`config.mk`:
```
export PLATFORM = sky130hd
export DESIGN_NAME = riscv_hwloop_regs
export DESIGN_NICKNAME = d
export VERILOG_FILES = /design/src/rtl/riscv_hwloop_regs.sv
export SDC_FILE = /design/constraint.sdc
export NUM_CORES = 1
export LEC_CHECK = 0
export BUFFER_PORTS_ARGS = -buffer_cell sky130_fd_sc_hd__buf_2
export CELL_PAD_IN_SITES_DETAIL_PLACEMENT = 1
export CELL_PAD_IN_SITES_GLOBAL_PLACEMENT = 1
export CORE_MARGIN = 2
export CORE_UTILIZATION = 44
export CTS_CLUSTER_SIZE = 8
export DETAILED_ROUTE_END_ITERATION = 12
export PLACE_DENSITY_LB_ADDON = 0.1
export SLEW_MARGIN = 25
export SYNTH_ARGS = -nofsm -noshare
export SYNTH_HDL_FRONTEND = slang
export SYNTH_SLANG_ARGS = --single-unit
export TNS_END_PERCENT = 30
```
`constraint.sdc`:
```
create_clock -name clk -period 4.7 [get_ports clk]
set_input_delay 0.235 -clock clk [delete_from_list [all_inputs] [get_ports clk]]
set_output_delay 0.235 -clock clk [all_outputs]
set_load 0.1 [all_outputs]
```
`src/rtl/riscv_hwloop_regs.sv`:
```
// Hardware-loop register file: per-loop start/end addresses and iteration counters
// with commit-gated decrement, in-flight decrement flags and a synchronous kill.
module riscv_hwloop_regs #(
  parameter int HWLP_NUM = 4,
  parameter int REGID_W  = 2
) (
  input  logic                          clk,
  input  logic                          rst_n,
  input  logic [2:0]                    hwlp_we_i,
  input  logic [REGID_W-1:0]            hwlp_regid_i,
  input  logic [31:0]                   hwlp_start_data_i,
  input  logic [31:0]                   hwlp_end_data_i,
  input  logic [31:0]                   hwlp_cnt_data_i,
  input  logic [HWLP_NUM-1:0]           hwlp_cnt_dec_i,
  input  logic                          id_valid_i,
  input  logic                          clear_i,
  output logic [HWLP_NUM-1:0][31:0]     hwlp_start_addr_o,
  output logic [HWLP_NUM-1:0][31:0]     hwlp_end_addr_o,
  output logic [HWLP_NUM-1:0][31:0]     hwlp_counter_o,
  output logic [HWLP_NUM-1:0]           hwlp_cnt_dec_id_o,
  output logic [HWLP_NUM-1:0]           hwlp_active_o
);

  logic [HWLP_NUM-1:0][31:0] r_start;
  logic [HWLP_NUM-1:0][31:0] r_end;
  logic [HWLP_NUM-1:0][31:0] r_cnt;
  logic [HWLP_NUM-1:0]       r_dec_id;
  logic [HWLP_NUM-1:0]       w_sel;
  logic [HWLP_NUM-1:0]       w_commit;

  genvar gi;
  generate
    for (gi = 0; gi < HWLP_NUM; gi++) begin : g_loop
      // An index beyond HWLP_NUM matches no slot, so such writes fall away.
      assign w_sel[gi]    = (hwlp_regid_i == REGID_W'(gi));
      assign w_commit[gi] = hwlp_cnt_dec_i[gi] && id_valid_i && (r_cnt[gi] != 32'd0);

      always_ff @(posedge clk or negedge rst_n) begin
        if (!rst_n) begin
          r_start[gi]  <= 32'd0;
          r_end[gi]    <= 32'd0;
          r_cnt[gi]    <= 32'd0;
          r_dec_id[gi] <= 1'b0;
        end else begin
          if (hwlp_we_i[0] && w_sel[gi])
            r_start[gi] <= {hwlp_start_data_i[31:2], 2'b00};
          if (hwlp_we_i[1] && w_sel[gi])
            r_end[gi] <= {hwlp_end_data_i[31:2], 2'b00};

          // Priority: kill, then explicit counter write, then committed decrement.
          if (clear_i) begin
            r_cnt[gi]    <= 32'd0;
            r_dec_id[gi] <= 1'b0;
          end else if (hwlp_we_i[2] && w_sel[gi]) begin
            r_cnt[gi]    <= hwlp_cnt_data_i;
            r_dec_id[gi] <= 1'b0;
          end else if (w_commit[gi]) begin
            r_cnt[gi]    <= r_cnt[gi] - 32'd1;
            r_dec_id[gi] <= 1'b1;
          end else begin
            r_dec_id[gi] <= 1'b0;
          end
        end
      end

      assign hwlp_active_o[gi] = (r_cnt[gi] != 32'd0);
    end
  endgenerate

  assign hwlp_start_addr_o = r_start;
  assign hwlp_end_addr_o   = r_end;
  assign hwlp_counter_o    = r_cnt;
  assign hwlp_cnt_dec_id_o = r_dec_id;

endmodule

```
==> results.sh, run 1 <==
export IMPL_status="finished clean"
export IMPL_drcViolationCount=0
export IMPL_clock_skew_ps=19.41
export IMPL_cap_violations=0
export IMPL_io_pins=501
export IMPL_fill_cells=4230
export IMPL_worst_slew_pin_slew_ps=1025
export IMPL_hpwl_mm=46.94
export IMPL_clk_insertion_delay_late_ps=600
export IMPL_worstPathCellList="inv_1, ha_1, or3b_4, nor4_1, nand3_1, buf_2"
export IMPL_ys_seq_area_share_pct=53.06
export IMPL_multiInputGateArea_mm2=0.007782
export IMPL_cp_max_fo=6
export IMPL_cts_buffer_depth=3
export IMPL_first_iter_violations=831
export IMPL_yosysUniqueCellTypes=76
export IMPL_yosysMostFrequentCell="dfrtp_1"
export IMPL_maxSlewHeadroom_pct=31.66
export IMPL_post_route_period_util_pct=69.90
export IMPL_synthCells=1518
export IMPL_criticalPathCategory="reg -> out"
export IMPL_yosysTopAreaCellShare_pct=53.06
export IMPL_row_count=73
export IMPL_root_buffer="clkbuf_16"
export IMPL_cts_resized=0
export IMPL_cts_sinks=372
export IMPL_cp_top_family="simple AND/OR/NAND/NOR gates"
export IMPL_die_width_um=203.7
export IMPL_cts_inserted_buffers=52
export IMPL_async_flop_share_pct=100.0
export IMPL_power_density_mw_per_mm2=597.0
export IMPL_grt_pass1_wl_mm=107.3
export IMPL_hold_violations=0
export IMPL_drtPass1Iterations=5
export IMPL_ir_drop_mv=0.4847
export IMPL_htree_levels=2
export IMPL_placed_area_mm2=0.02035
export IMPL_syn_mean_instance_area_um2=11.56
export IMPL_synth_largest_area_cell="dfrtp_1"
export IMPL_end_kind="output pin"
export IMPL_viasPerCell=6.014
export IMPL_antenna_found_initial=4
export IMPL_r2r_slack_ps=1670
export IMPL_finalInstanceArea_mm2=0.02250
export IMPL_rsz0062_at_grt="false"
export IMPL_grt_pass1_vias=16366
export IMPL_wl_per_cell_um=27.80
export IMPL_grt_usage_pct=34.24
export IMPL_synthFlopType="dfrtp_1"
export IMPL_critPathLaunchType="flop"
export IMPL_synth_common_cells="372 x dfrtp_1, 244 x mux2_2, 116 x nor2_1"
export IMPL_vias=15492
export IMPL_fin_setup_tns_ps=0
export IMPL_area_delta_synth_final_pct=28.23
export IMPL_port_buffers=480
export IMPL_post_cts_setup_buffers=0
export IMPL_maxSlewViolCount=0
export IMPL_critPathSlowestCell="nor4_1"
export IMPL_nets=2157
export IMPL_critPathBufInv=2
export IMPL_p_leak_nw=10.22
export IMPL_slowest_delay_ps=700
export IMPL_setup_violations=0
export IMPL_start_util_pct=44.36
export IMPL_fmax_ghz=0.3044
export IMPL_cp_data_arrival_time_ps=3050
export IMPL_required_ps=4470
export IMPL_ys_top_cells_by_area="dfrtp_1 53%, mux2_2 16%, a311oi_1 2.5%"
export IMPL_synth_warnings=0
export IMPL_layout_drive_gt1_share_pct=40.46
export IMPL_clk_pin_slew_ps=60
export IMPL_grt_remaining_overflow=0
export IMPL_hold_path_class="in -> reg"
export IMPL_ant_nets=0
export IMPL_cts_tree="built"
export IMPL_grt_start_max_net_pins=117
export IMPL_gp_congestion=0.8482
export IMPL_die_h_um=203.7
export IMPL_dieArea_mm2=0.04149
export IMPL_syn_area_mm2=0.01754
export IMPL_core_area_mm2=0.03955
export IMPL_final_seq_area_mm2=0.009309
export IMPL_synth_seq_cells=372
export IMPL_synth_enable_flop_cells=0
export IMPL_wl_mm=71.61
export IMPL_power_total_mw=13.43
export IMPL_finalCriticalPeriod_ps=3285
[power by group]
part	switching, mW	leakage (nW)	total, mW	internal, mW
registers	0.378	4.62	4.07	3.69
logic	4.96	4.93	5.94	0.985
clock network	1.43	0.676	3.42	1.99
total	6.77	10.2	13.4	6.66
[state kept, by name, summed over array words and instances (netlist names)]
register,flops
hwlp_counter_o,128
hwlp_start_addr_o,120
hwlp_end_addr_o,120
hwlp_cnt_dec_id_o,4
[cells in the final DEF (no fill, tap or decap), types with 6 or more instances in the layout]
cell and n:
inv_1 15, o211ai_1 6, or3_1 51, buf_2 478, nand3_1 26, a211oi_1 37, nand3b_1 6, dfrtp_1 372
and4_1 7, o21ai_1 7, o21ai_0 56, xnor2_1 23, buf_4 15, clkbuf_16 53, or4_1 52, nand4_1 15
and3_1 11, xor2_1 8, nor2_1 116, nor3_1 27, a21oi_1 12, conb_1 16, a311oi_1 51, nor4_1 37
or2_2 7, o31ai_1 28, a2111oi_0 6, dlygate4sd3_1 74, and2_1 6, mux2_2 244, a31oi_1 30, nand2_1 50
o41ai_1 13
[repair_timing]
action                     CTS  global route
hold endpoints to repair   376             0
setup endpoints to repair    0             0
hold buffers                74             0
[worst paths after layout]
path	from	endpoint	depth (start not counted)
max in group asynchronous	rst_n	hwlp_end_addr_o[101]	3
max reg2reg	hwlp_counter_o[96]	hwlp_counter_o[124]	7
min in group asynchronous	rst_n	hwlp_counter_o[106]	2
min reg2reg	hwlp_end_addr_o[83]	hwlp_end_addr_o[83]	1
min	hwlp_cnt_data_i[12]	hwlp_counter_o[12]	3
max	hwlp_counter_o[96]	hwlp_active_o[3]	6
[tightest hold or removal path, delay by kind of cell]
kind / cells / cell delay, ps
AOI/OAI and AO/OA: 1 / 60
and+or+nand+nor: 1 / 120
buffers and inverters: 1 / 170
[through the flow]
step | setup WS (ps) | hold slack [ps] | util (%) | std cells
2_1_floorplan | 1502 | -60.59 | - | 1533
3_3_place_gp | 1775 | 383.7 | 51.45 | 2441
3_5_place_dp | 1724 | 383.2 | 51.46 | 2441
4_1_cts | 1395 | 1.853 | 56.84 | 2574
5_1_grt | 1315 | 21.56 | 56.89 | 2576
6_report | 1415 | 29.17 | 56.89 | 2576
[area by class of cell]
class | count | area share [%]
clock buffers | 57 | 5.962
inverters | 15 | 0.2503
well taps | 525 | 2.920
clock inverters | 2 | 0.2058
diodes | 2 | 0.02225
multi-input cells | 1033 | 34.59
repair buffers | 570 | 14.67
flip-flops and latches | 372 | 41.38
[cell families after synthesis]
| kind of cell | Yosys count | synth area share, % |
|---|---|---|
| buf+inv | 128 | 3.195 |
| fa+ha+maj | 4 | 0.2853 |
| mux | 246 | 15.78 |
| flops | 372 | 53.06 |
| simple gates | 457 | 14.67 |
| compound gates | 279 | 11.45 |
| xor+xnor | 31 | 1.548 |
| other cells | 1 | 0.02137 |
[metal layers]
layer | global-route usage, % | routed length [um]
met1 | 41.35 | 27540
met3 | 8.677 | 5330
met4 | 15.09 | 3123
met2 | 57.84 | 35610
met5 | 0 | 13
No activity file was read; power rests on OpenSTA's default activity.
==> inputs of run 2 (changes only) <==
--- a/config.mk
+++ b/config.mk
@@ -9,7 +9,7 @@
 export CELL_PAD_IN_SITES_DETAIL_PLACEMENT = 1
 export CELL_PAD_IN_SITES_GLOBAL_PLACEMENT = 1
 export CORE_MARGIN = 2
-export CORE_UTILIZATION = 44
+export CORE_UTILIZATION = 41
 export CTS_CLUSTER_SIZE = 8
 export DETAILED_ROUTE_END_ITERATION = 12
 export PLACE_DENSITY_LB_ADDON = 0.1
==> constraint.sdc (replaced) <==
create_clock -name clk -period 3.3 [get_ports clk]
set_input_delay 0.165 -clock clk [delete_from_list [all_inputs] [get_ports clk]]
set_output_delay 0.165 -clock clk [all_outputs]
set_load 0.1 [all_outputs]
==> run 2 against run 1 <==
Critical endpoint is now hwlp_active_o[1]. First-iteration DRC count increased by 15%. Hold slack improved by 22 ps. Combinational power increased by 42%. Final area increased by 1.9%.
==> results.sh, run 2 (synthesis results as in run 1) <==
export IMPL_area_delta_synth_final_pct=30.69
export IMPL_ant_nets=0
export IMPL_root_buffer="clkbuf_16"
export IMPL_clk_insertion_delay_late_ps=600
export IMPL_die_h_um=210.9
export IMPL_required_ps=3130
export IMPL_port_buffers=480
export IMPL_critPathSlowestCell="dfrtp_1"
export IMPL_setup_violations=0
export IMPL_fill_cells=4488
export IMPL_final_cell_mix="478 x buf_2, 372 x dfrtp_1, 244 x mux2_2"
export IMPL_maxSlewHeadroom_pct=34.30
export IMPL_fin_setup_tns_ps=0
export IMPL_ir_drop_mv=0.7566
export IMPL_r2r_end="hwlp_counter_o[124]"
export IMPL_drcViolationCount=0
export IMPL_start_util_pct=41.64
export IMPL_cts_sinks=372
export IMPL_criticalPathCategory="reg -> out"
export IMPL_vias=15572
export IMPL_critPathLaunch="hwlp_counter_o[55]"
export IMPL_clock_skew_ps=14.55
export IMPL_antenna_found_initial=4
export IMPL_hpwl_mm=47.69
export IMPL_stdcell_count=2634
export IMPL_r2r_slack_ps=340
export IMPL_r2r_start="hwlp_counter_o[96]"
export IMPL_p_leak_nw=10.42
export IMPL_end_kind="output pin"
export IMPL_cp_max_fo=12
export IMPL_dieArea_mm2=0.04446
export IMPL_hold_path_class="in -> reg"
export IMPL_wl_mm=69.35
export IMPL_row_count=75
export IMPL_cpMostUsedCell="nor4_1"
export IMPL_hold_violations=0
export IMPL_htree_levels=2
export IMPL_dp_cells=2478
export IMPL_cts_tree="built"
export IMPL_grt_usage_pct=30.83
export IMPL_post_cts_setup_buffers=0
export IMPL_maxSlewViolCount=0
export IMPL_cts_buffer_depth=3
export IMPL_cp_data_arrival_time_ps=2950
export IMPL_die_width_um=210.9
export IMPL_utilization_pct=54.42
export IMPL_core_area_mm2=0.04213
export IMPL_fmax_ghz=0.3206
export IMPL_grt_pass1_vias=16530
export IMPL_status="finished clean"
export IMPL_largest_reg_flops=128
export IMPL_grt_start_max_net_pins=101
export IMPL_grt_pass1_wl_mm=103.5
export IMPL_reg2reg_depth=7
export IMPL_first_iter_violations=952
export IMPL_clk_pin_slew_ps=50
export IMPL_post_route_period_util_pct=94.51
export IMPL_nets=2199
export IMPL_io_pins=501
export IMPL_finalCriticalPeriod_ps=3119
export IMPL_wl_per_cell_um=26.33
export IMPL_worst_slew_pin_slew_ps=980.8
export IMPL_slowest_delay_ps=490
export IMPL_cts_inserted_buffers=52
export IMPL_rsz0062_at_grt="false"
export IMPL_gp_congestion=0.9035
export IMPL_worst_setup_path_endpoint="hwlp_active_o[1]"
export IMPL_cap_violations=0
export IMPL_drtPass1Iterations=5
export IMPL_power_density_mw_per_mm2=830.5
export IMPL_critPathLaunchType="flop"
export IMPL_grt_remaining_overflow=0
export IMPL_mostFrequentLayoutCell="buf_2"
export IMPL_layout_drive_gt1_share_pct=40.72
export IMPL_viasPerCell=5.912
export IMPL_worstPathCellList="nor4_1, nand4_1, nor4_1, buf_4, inv_1, buf_2"
## run 2: changes by cell type in the layout (fill, tap and decap cells not counted), moves of 2 or more
| cell | change |
|---|---|
| dlygate4sd3_1 | +19 |
| buf_4 | +18 |
| buf_12 | +5 |
| diode_2 | +3 |
| and2_1 | +2 |
| and2_2 | -2 |
| clkbuf_1 | -2 |
| nand2_2 | +2 |
| nand2_4 | -2 |
## run 2: worst min-delay path by stage
| stage | to | slack [ps] | start | cells past startpoint |
|---|---|---|---|---|
| after global routing | hwlp_counter_o[61] | 30 | hwlp_cnt_data_i[29] | 3 |
| after floorplan | hwlp_cnt_dec_id_o[0] | -130 | rst_n | 0 |
| after detailed placement | hwlp_counter_o[103] | 110 | rst_n | 1 |
| after CTS | hwlp_counter_o[61] | 3 | hwlp_cnt_data_i[29] | 3 |
| after global placement | hwlp_counter_o[103] | 120 | rst_n | 1 |
| final | hwlp_counter_o[125] | 50 | hwlp_cnt_data_i[29] | 3 |
## run 2: final cells by class
type / instances / area [um^2] / area share (%)
diodes: 5 / 12.51 / 0.05457
clock buffers: 55 / 1323 / 5.768
clock inverters: 3 / 66.31 / 0.2892
inverters: 15 / 56.30 / 0.2456
multi-input cells: 1033 / 7761 / 33.85
flip-flops and latches: 372 / 9309 / 40.60
well taps: 539 / 674.4 / 2.941
repair buffers: 612 / 3726 / 16.25
## run 2: routing by layer
layer / track usage (%) / share of wire [%] / up-vias
li1: - / - / 6857
met1: 38.17 / 40 / 8000
met2: 50.69 / 48 / 581
met3: 8.475 / 7.8 / 134
met4: 13.33 / 4.0 / 0
met5: 0 / 0 / -
## run 2: worst max-delay path, delay by kind of cell (launching register included)
kind	cells	cell delay, ps
and+or+nand+nor	3	1200
buffers and inverters	3	660
DFF	1	490
## run 2: what timing repair did
item                                    in CTS  in global routing
hold endpoints to repair                   448                  0
gates resized for setup                      0                  1
hold buffers                                93                  0
endpoints found under the setup margin       0                  1
## run 2: per-stage QoR
stage               hold WS (ps)  setup slack (ps)  area (um^2)  power, mW
floorplan                 -130.6             101.6        17600      12.38
global placement           120.7             410.4        20590      14.01
detailed placement         110.2             357.4        20590      14.13
CTS                        2.750             199.1        22910      19.10
global route               27.71             44.24        22920      19.64
finish                     51.03             181.1        22930      19.04
## run 2: power by group
part	internal, mW	switching, mW
sequential	5.26	0.520
clock	2.81	2.02
combinational	1.46	6.98
total	9.53	9.51
